### src/rtl/bias_add_stage_pkg.sv
// Shared widths, saturation limits and lane-slice helper for the bias-add stage.
package bias_add_stage_pkg;
   localparam int DATA_W    = 18;
   localparam int SUM_W     = 19;
   localparam int MAX_LANES = 64;
   localparam int BUS_W     = MAX_LANES * DATA_W;

   localparam logic [DATA_W-1:0] SAT_MAX = 18'h1FFFF;
   localparam logic [DATA_W-1:0] SAT_MIN = 18'h20000;

   // Callers cast their packed bus to BUS_W, so up to MAX_LANES lanes are addressable.
   function automatic logic [DATA_W-1:0] lane_slice(input logic [BUS_W-1:0] i_bus, input int i_lane);
      return i_bus[i_lane*DATA_W +: DATA_W];
   endfunction
endpackage

### src/rtl/bias_add_lane.sv
// One lane: 19-bit bias add (stage 1) and reduction to 18 bits (stage 2).
// BIAS_ADD_SAT_EN selects saturating reduction; otherwise the sum wraps.
module bias_add_lane
   import bias_add_stage_pkg::*;
(
   input  logic              clk,
   input  logic              rst,
   input  logic              i_adv,
   input  logic [DATA_W-1:0] i_data,
   input  logic [DATA_W-1:0] i_bias,
   output logic [DATA_W-1:0] o_data
);
   logic [SUM_W-1:0]  w_sum;
   logic [SUM_W-1:0]  r_sum;
   logic [DATA_W-1:0] w_red;
   logic [DATA_W-1:0] r_out;

   assign w_sum = {i_data[DATA_W-1], i_data} + {i_bias[DATA_W-1], i_bias};

   always_comb begin
`ifdef BIAS_ADD_SAT_EN
      // Top two bits disagree only when the sum left the 18-bit range.
      if (r_sum[SUM_W-1] != r_sum[SUM_W-2])
         w_red = r_sum[SUM_W-1] ? SAT_MIN : SAT_MAX;
      else
         w_red = r_sum[DATA_W-1:0];
`else
      w_red = r_sum[DATA_W-1:0];
`endif
   end

   always_ff @(posedge clk) begin
      if (rst) begin
         r_sum <= '0;
         r_out <= '0;
      end else if (i_adv) begin
         r_sum <= w_sum;
         r_out <= w_red;
      end
   end

   assign o_data = r_out;
endmodule

### src/rtl/bias_add_stage.sv
// Two-stage per-lane bias add with valid/ready handshake and end-of-map flag.
// Optional BIAS_ADD_SAT_EN (in bias_add_lane) saturates instead of wrapping.
module bias_add_stage
   import bias_add_stage_pkg::*;
#(
   parameter int N_adder_tree = 16,
   parameter int PIX_PER_MAP  = 196
) (
   input  logic                           clk,
   input  logic                           rst,
   input  logic [N_adder_tree*DATA_W-1:0] bias,
   input  logic                           in_valid,
   output logic                           in_ready,
   input  logic [N_adder_tree*DATA_W-1:0] in_data,
   output logic                           out_valid,
   input  logic                           out_ready,
   output logic [N_adder_tree*DATA_W-1:0] out_data,
   output logic                           out_last
);
   localparam int STAGES = 2;
   localparam int CNT_W  = (PIX_PER_MAP > 1) ? $clog2(PIX_PER_MAP) : 1;

   logic              w_adv;
   logic              w_acc;
   logic              w_last;
   logic [STAGES:1]   r_vld_pipe;
   logic [STAGES:1]   r_last_pipe;
   logic [CNT_W-1:0]  r_pix_cnt;

   // Whole pipeline moves together whenever the output slot is free or being drained.
   assign w_adv    = out_ready | ~r_vld_pipe[STAGES];
   assign in_ready = w_adv;
   assign w_acc    = in_valid & w_adv;
   assign w_last   = (r_pix_cnt == CNT_W'(PIX_PER_MAP - 1));

   always_ff @(posedge clk) begin
      if (rst) begin
         r_vld_pipe  <= '0;
         r_last_pipe <= '0;
         r_pix_cnt   <= '0;
      end else begin
         if (w_adv) begin
            r_vld_pipe  <= {r_vld_pipe[STAGES-1:1], in_valid};
            r_last_pipe <= {r_last_pipe[STAGES-1:1], in_valid & w_last};
         end
         if (w_acc)
            r_pix_cnt <= w_last ? '0 : r_pix_cnt + CNT_W'(1);
      end
   end

   for (genvar g = 0; g < N_adder_tree; g++) begin : g_lane
      bias_add_lane u_lane (
         .clk    (clk),
         .rst    (rst),
         .i_adv  (w_adv),
         .i_data (lane_slice(BUS_W'(in_data), g)),
         .i_bias (lane_slice(BUS_W'(bias), g)),
         .o_data (out_data[g*DATA_W +: DATA_W])
      );
   end

   assign out_valid = r_vld_pipe[STAGES];
   assign out_last  = r_last_pipe[STAGES];
endmodule

### config.mk
export PLATFORM = sky130hd
export DESIGN_NAME = bias_add_stage
export DESIGN_NICKNAME = d
export VERILOG_FILES = /design/src/rtl/bias_add_stage_pkg.sv /design/src/rtl/bias_add_lane.sv /design/src/rtl/bias_add_stage.sv
export SDC_FILE = /design/constraint.sdc
export NUM_CORES = 2
export LEC_CHECK = 0
export CELL_PAD_IN_SITES_DETAIL_PLACEMENT = 0
export CELL_PAD_IN_SITES_GLOBAL_PLACEMENT = 2
export CORE_ASPECT_RATIO = 2
export CORE_MARGIN = 5
export CORE_UTILIZATION = 32
export DETAILED_ROUTE_END_ITERATION = 10
export GPL_TIMING_DRIVEN = 0
export HOLD_SLACK_MARGIN = 0.1
export PLACE_DENSITY = 0.95
export SETUP_SLACK_MARGIN = 0.2
export SLEW_MARGIN = 10
export SYNTH_ARGS = -nofsm -noshare
export SYNTH_HDL_FRONTEND = slang
export SYNTH_HIERARCHICAL = 1
export SYNTH_SLANG_ARGS = --single-unit
### constraint.sdc
create_clock -name clk -period 5.7 [get_ports clk]
set_clock_uncertainty 0.15 [all_clocks]
set_input_delay 1.14 -clock clk [delete_from_list [all_inputs] [get_ports clk]]
set_output_delay 1.14 -clock clk [all_outputs]
set_load 0.03 [all_outputs]
==> results.sh <==
export IMPL_ys_seq_area_share_pct=32.8
export IMPL_power_leakage_uw=0.0216
export IMPL_syn_area_um2=35900
export IMPL_globalRouteOverflowTotal=0
export IMPL_drive_gt1_share_pct=5.83
export IMPL_hold_viol_final=0
export IMPL_crit_required_ns=4.41
export IMPL_setup_slack_ns=1.39
export IMPL_wl_met1_um=52200
export IMPL_cts_hold_fix_buffers=0
export IMPL_tightestPinTransition_ns=1.01
export IMPL_cts_setup_buffers=0
export IMPL_root_buffer="clkbuf_16"
export IMPL_clockBufferDepth=3
export IMPL_min_path_type="flip-flop to flip-flop"
export IMPL_fillers=11200
export IMPL_layout_cells_most_common="clkdlybuf4s50_1"
export IMPL_routed_via_count=35200
export IMPL_cts_buffers=58
export IMPL_met3_length_um=14900
export IMPL_min_period_over_period_pct=75.6
export IMPL_met2_length_um=77700
export IMPL_rows=173
export IMPL_die_h_um=483
export IMPL_dieArea_um2=119000
export IMPL_power_frac_comb_pct=29.5
export IMPL_path_clk_slew_ns=0.06
export IMPL_netlist_instances=4140
export IMPL_worstSetupPathType="input pin to output port"
export IMPL_grt_total_usage_pct=24.5
export IMPL_p_sw_share_pct=33.3
export IMPL_drc=0
export IMPL_rsz0062_at_grt="false"
export IMPL_fin_nets=5941
export IMPL_io_buffers=870
export IMPL_dr_first_iter_drc_count=1893
export IMPL_synth_seq_cells=588
export IMPL_highest_layer="met5"
export IMPL_synth_distinct_cells=97
export IMPL_pin_count=871
export IMPL_hpwl_um=128000
export IMPL_drtPass1Iterations=6
export IMPL_place_ws_ns=1.30
export IMPL_start_kind="input pin"
export IMPL_cts_resized=0
export IMPL_p_int_uw=8510
export IMPL_grt_max_degree=40
export IMPL_critPathMaxFanout=28
export IMPL_h_tree_depth=2
export IMPL_maxSlewHeadroom_pct=32.5
export IMPL_antenna_found_initial=46
export IMPL_peakVddDrop_mv=0.259
export IMPL_syn_to_final_growth_pct=35.3
export IMPL_power_uw=12800
export IMPL_cp_end_kind="output port"
export IMPL_min_period_ns=4.31
export IMPL_place_congestion=0.987
export IMPL_yosysWarnings=6
export IMPL_p_sw_uw=4250
export IMPL_coreArea_um2=111000
export IMPL_numClockSinks=588
export IMPL_timing_hold_ws_ns=0.308
export IMPL_status="finished clean"
export IMPL_clock_power_share_pct=32.6
export IMPL_cts_tree="done"
export IMPL_fmax_ghz=0.232
export IMPL_mostFrequentLayoutCells="869 x clkdlybuf4s50_1, 588 x dfxtp_1, 534 x nor2_1, 355 x mux2i_1, 307 x nand2_1"
export IMPL_viasPerCell=5.32
export IMPL_insertion_delay_ns=0.64
export IMPL_routed_wl_um=154000
export IMPL_cellPowerDensity_nw_per_um2=263
export IMPL_timing_max_cap_violations=0
export IMPL_synth_edf_count=0
export IMPL_grt_pass1_wl_um=225000
export IMPL_critPathArrivalTime_ns=3.02
export IMPL_syn_num_nets=5009
export IMPL_finalSetupViolCount=0
export IMPL_die_x_um=247
export IMPL_grt_pass1_vias=36200
export IMPL_ys_flop_type="dfxtp_1"
export IMPL_start_util_pct=32.2
export IMPL_seqPwrFrac_pct=37.8
export IMPL_synth_avg_cell_area_um2=8.66
export IMPL_routedWlPerCell_um=23.3
export IMPL_synthArstFlopShare_pct=0
export IMPL_slew_viol_final=0
export IMPL_ant_nets=0
[metrics by stage]
step | instance area [µm²] | TNS (ns) | std cells | util [%]
6_report | 48500 | 0 | 6620 | 43.6
3_3_place_gp | 46400 | -51.08 | 6497 | 41.7
4_1_cts | 48500 | 0 | 6602 | 43.6
3_5_place_dp | 46500 | 0 | 6499 | 41.8
2_1_floorplan | 35900 | 0 | 4140 | -
5_1_grt | 48500 | 0 | 6605 | 43.6
[worst max-delay path, stage by stage]
cell and delay (ns):
clkdlybuf4s50_1 0.50, nor2b_4 0.05, buf_6 0.14, inv_4 0.39, clkdlybuf4s50_1 0.79
[registers in the layout, summed over array words and instances, names as in the netlist]
name / flops
g_lane.u_lane/o_data: 288
g_lane.u_lane/r_sum: 288
r_last_pipe: 2
r_pix_cnt: 8
r_vld_pipe: 2
[synth_stat cells (66+ instances only)]
master / instances / area, µm²
a21oi_1: 273 / 1370
nand2_1: 307 / 1150
ha_1: 273 / 3420
o21a_1: 71 / 533
nor2_1: 534 / 2000
nand3_1: 80 / 400
nor3_1: 113 / 566
clkbuf_1: 84 / 315
dfxtp_1: 588 / 11800
o22ai_1: 66 / 413
o21ai_0: 120 / 601
xor2_1: 85 / 744
a21o_1: 92 / 691
inv_1: 125 / 469
mux2i_1: 355 / 3550
[cell type report]
cell class / instances / area [µm²] / share of cell area, %
multi-input combinational: 3228 / 22700 / 46.8
sequential: 588 / 11800 / 24.3
timing repair buffer: 872 / 8750 / 18.0
tap: 1487 / 1860 / 3.83
clock buffer: 70 / 1590 / 3.27
buffer: 193 / 898 / 1.85
inverter: 131 / 494 / 1.02
clock inverter: 33 / 420 / 0.866
antenna: 18 / 45.0 / 0.0928
[worst paths after layout]
check / cells after the start / to / startpoint / slack, ns
worst min-delay path: 2 / r_vld_pipe[1] / r_vld_pipe[1] / 0.31
worst max-delay path: 5 / in_ready / out_ready / 1.39
worst max register to register: 8 / g_lane[8].u_lane/o_data[14] / r_vld_pipe[2] / 2.61
worst min register to register: 2 / r_vld_pipe[1] / r_vld_pipe[1] / 0.31
[layer usage]
| layer | vias to the layer above | track usage (%) |
|---|---|---|
| met3 | 320 | 9.25 |
| met1 | 16500 | 23.4 |
| met5 | - | 0 |
| met2 | 1269 | 45.2 |
| met4 | 52 | 12.2 |
| li1 | 17100 | - |
[power groups by stage]
stage / Sequential (µW) / Clock [µW] / Combinational [µW]
floorplan: 5140 / 0 / 1920
global placement: 4910 / 0 / 3720
detailed placement: 4920 / 0 / 3750
CTS: 4830 / 4290 / 3770
global route: 4870 / 4430 / 4070
finish: 4830 / 4160 / 3770
[cell families after synthesis]
group                    Yosys count  share of synthesized area (%)
adder cells (fa/ha/maj)          289                           10.4
XOR/XNOR                         112                           2.74
flip-flops                       588                           32.8
AO/OA/AOI/OAI                   1064                           21.3
buffers and inverters            324                           3.88
AND/OR/NAND/NOR                 1401                           18.7
multiplexers                     362                           10.1
No activity file was read; power rests on OpenSTA's default activity.
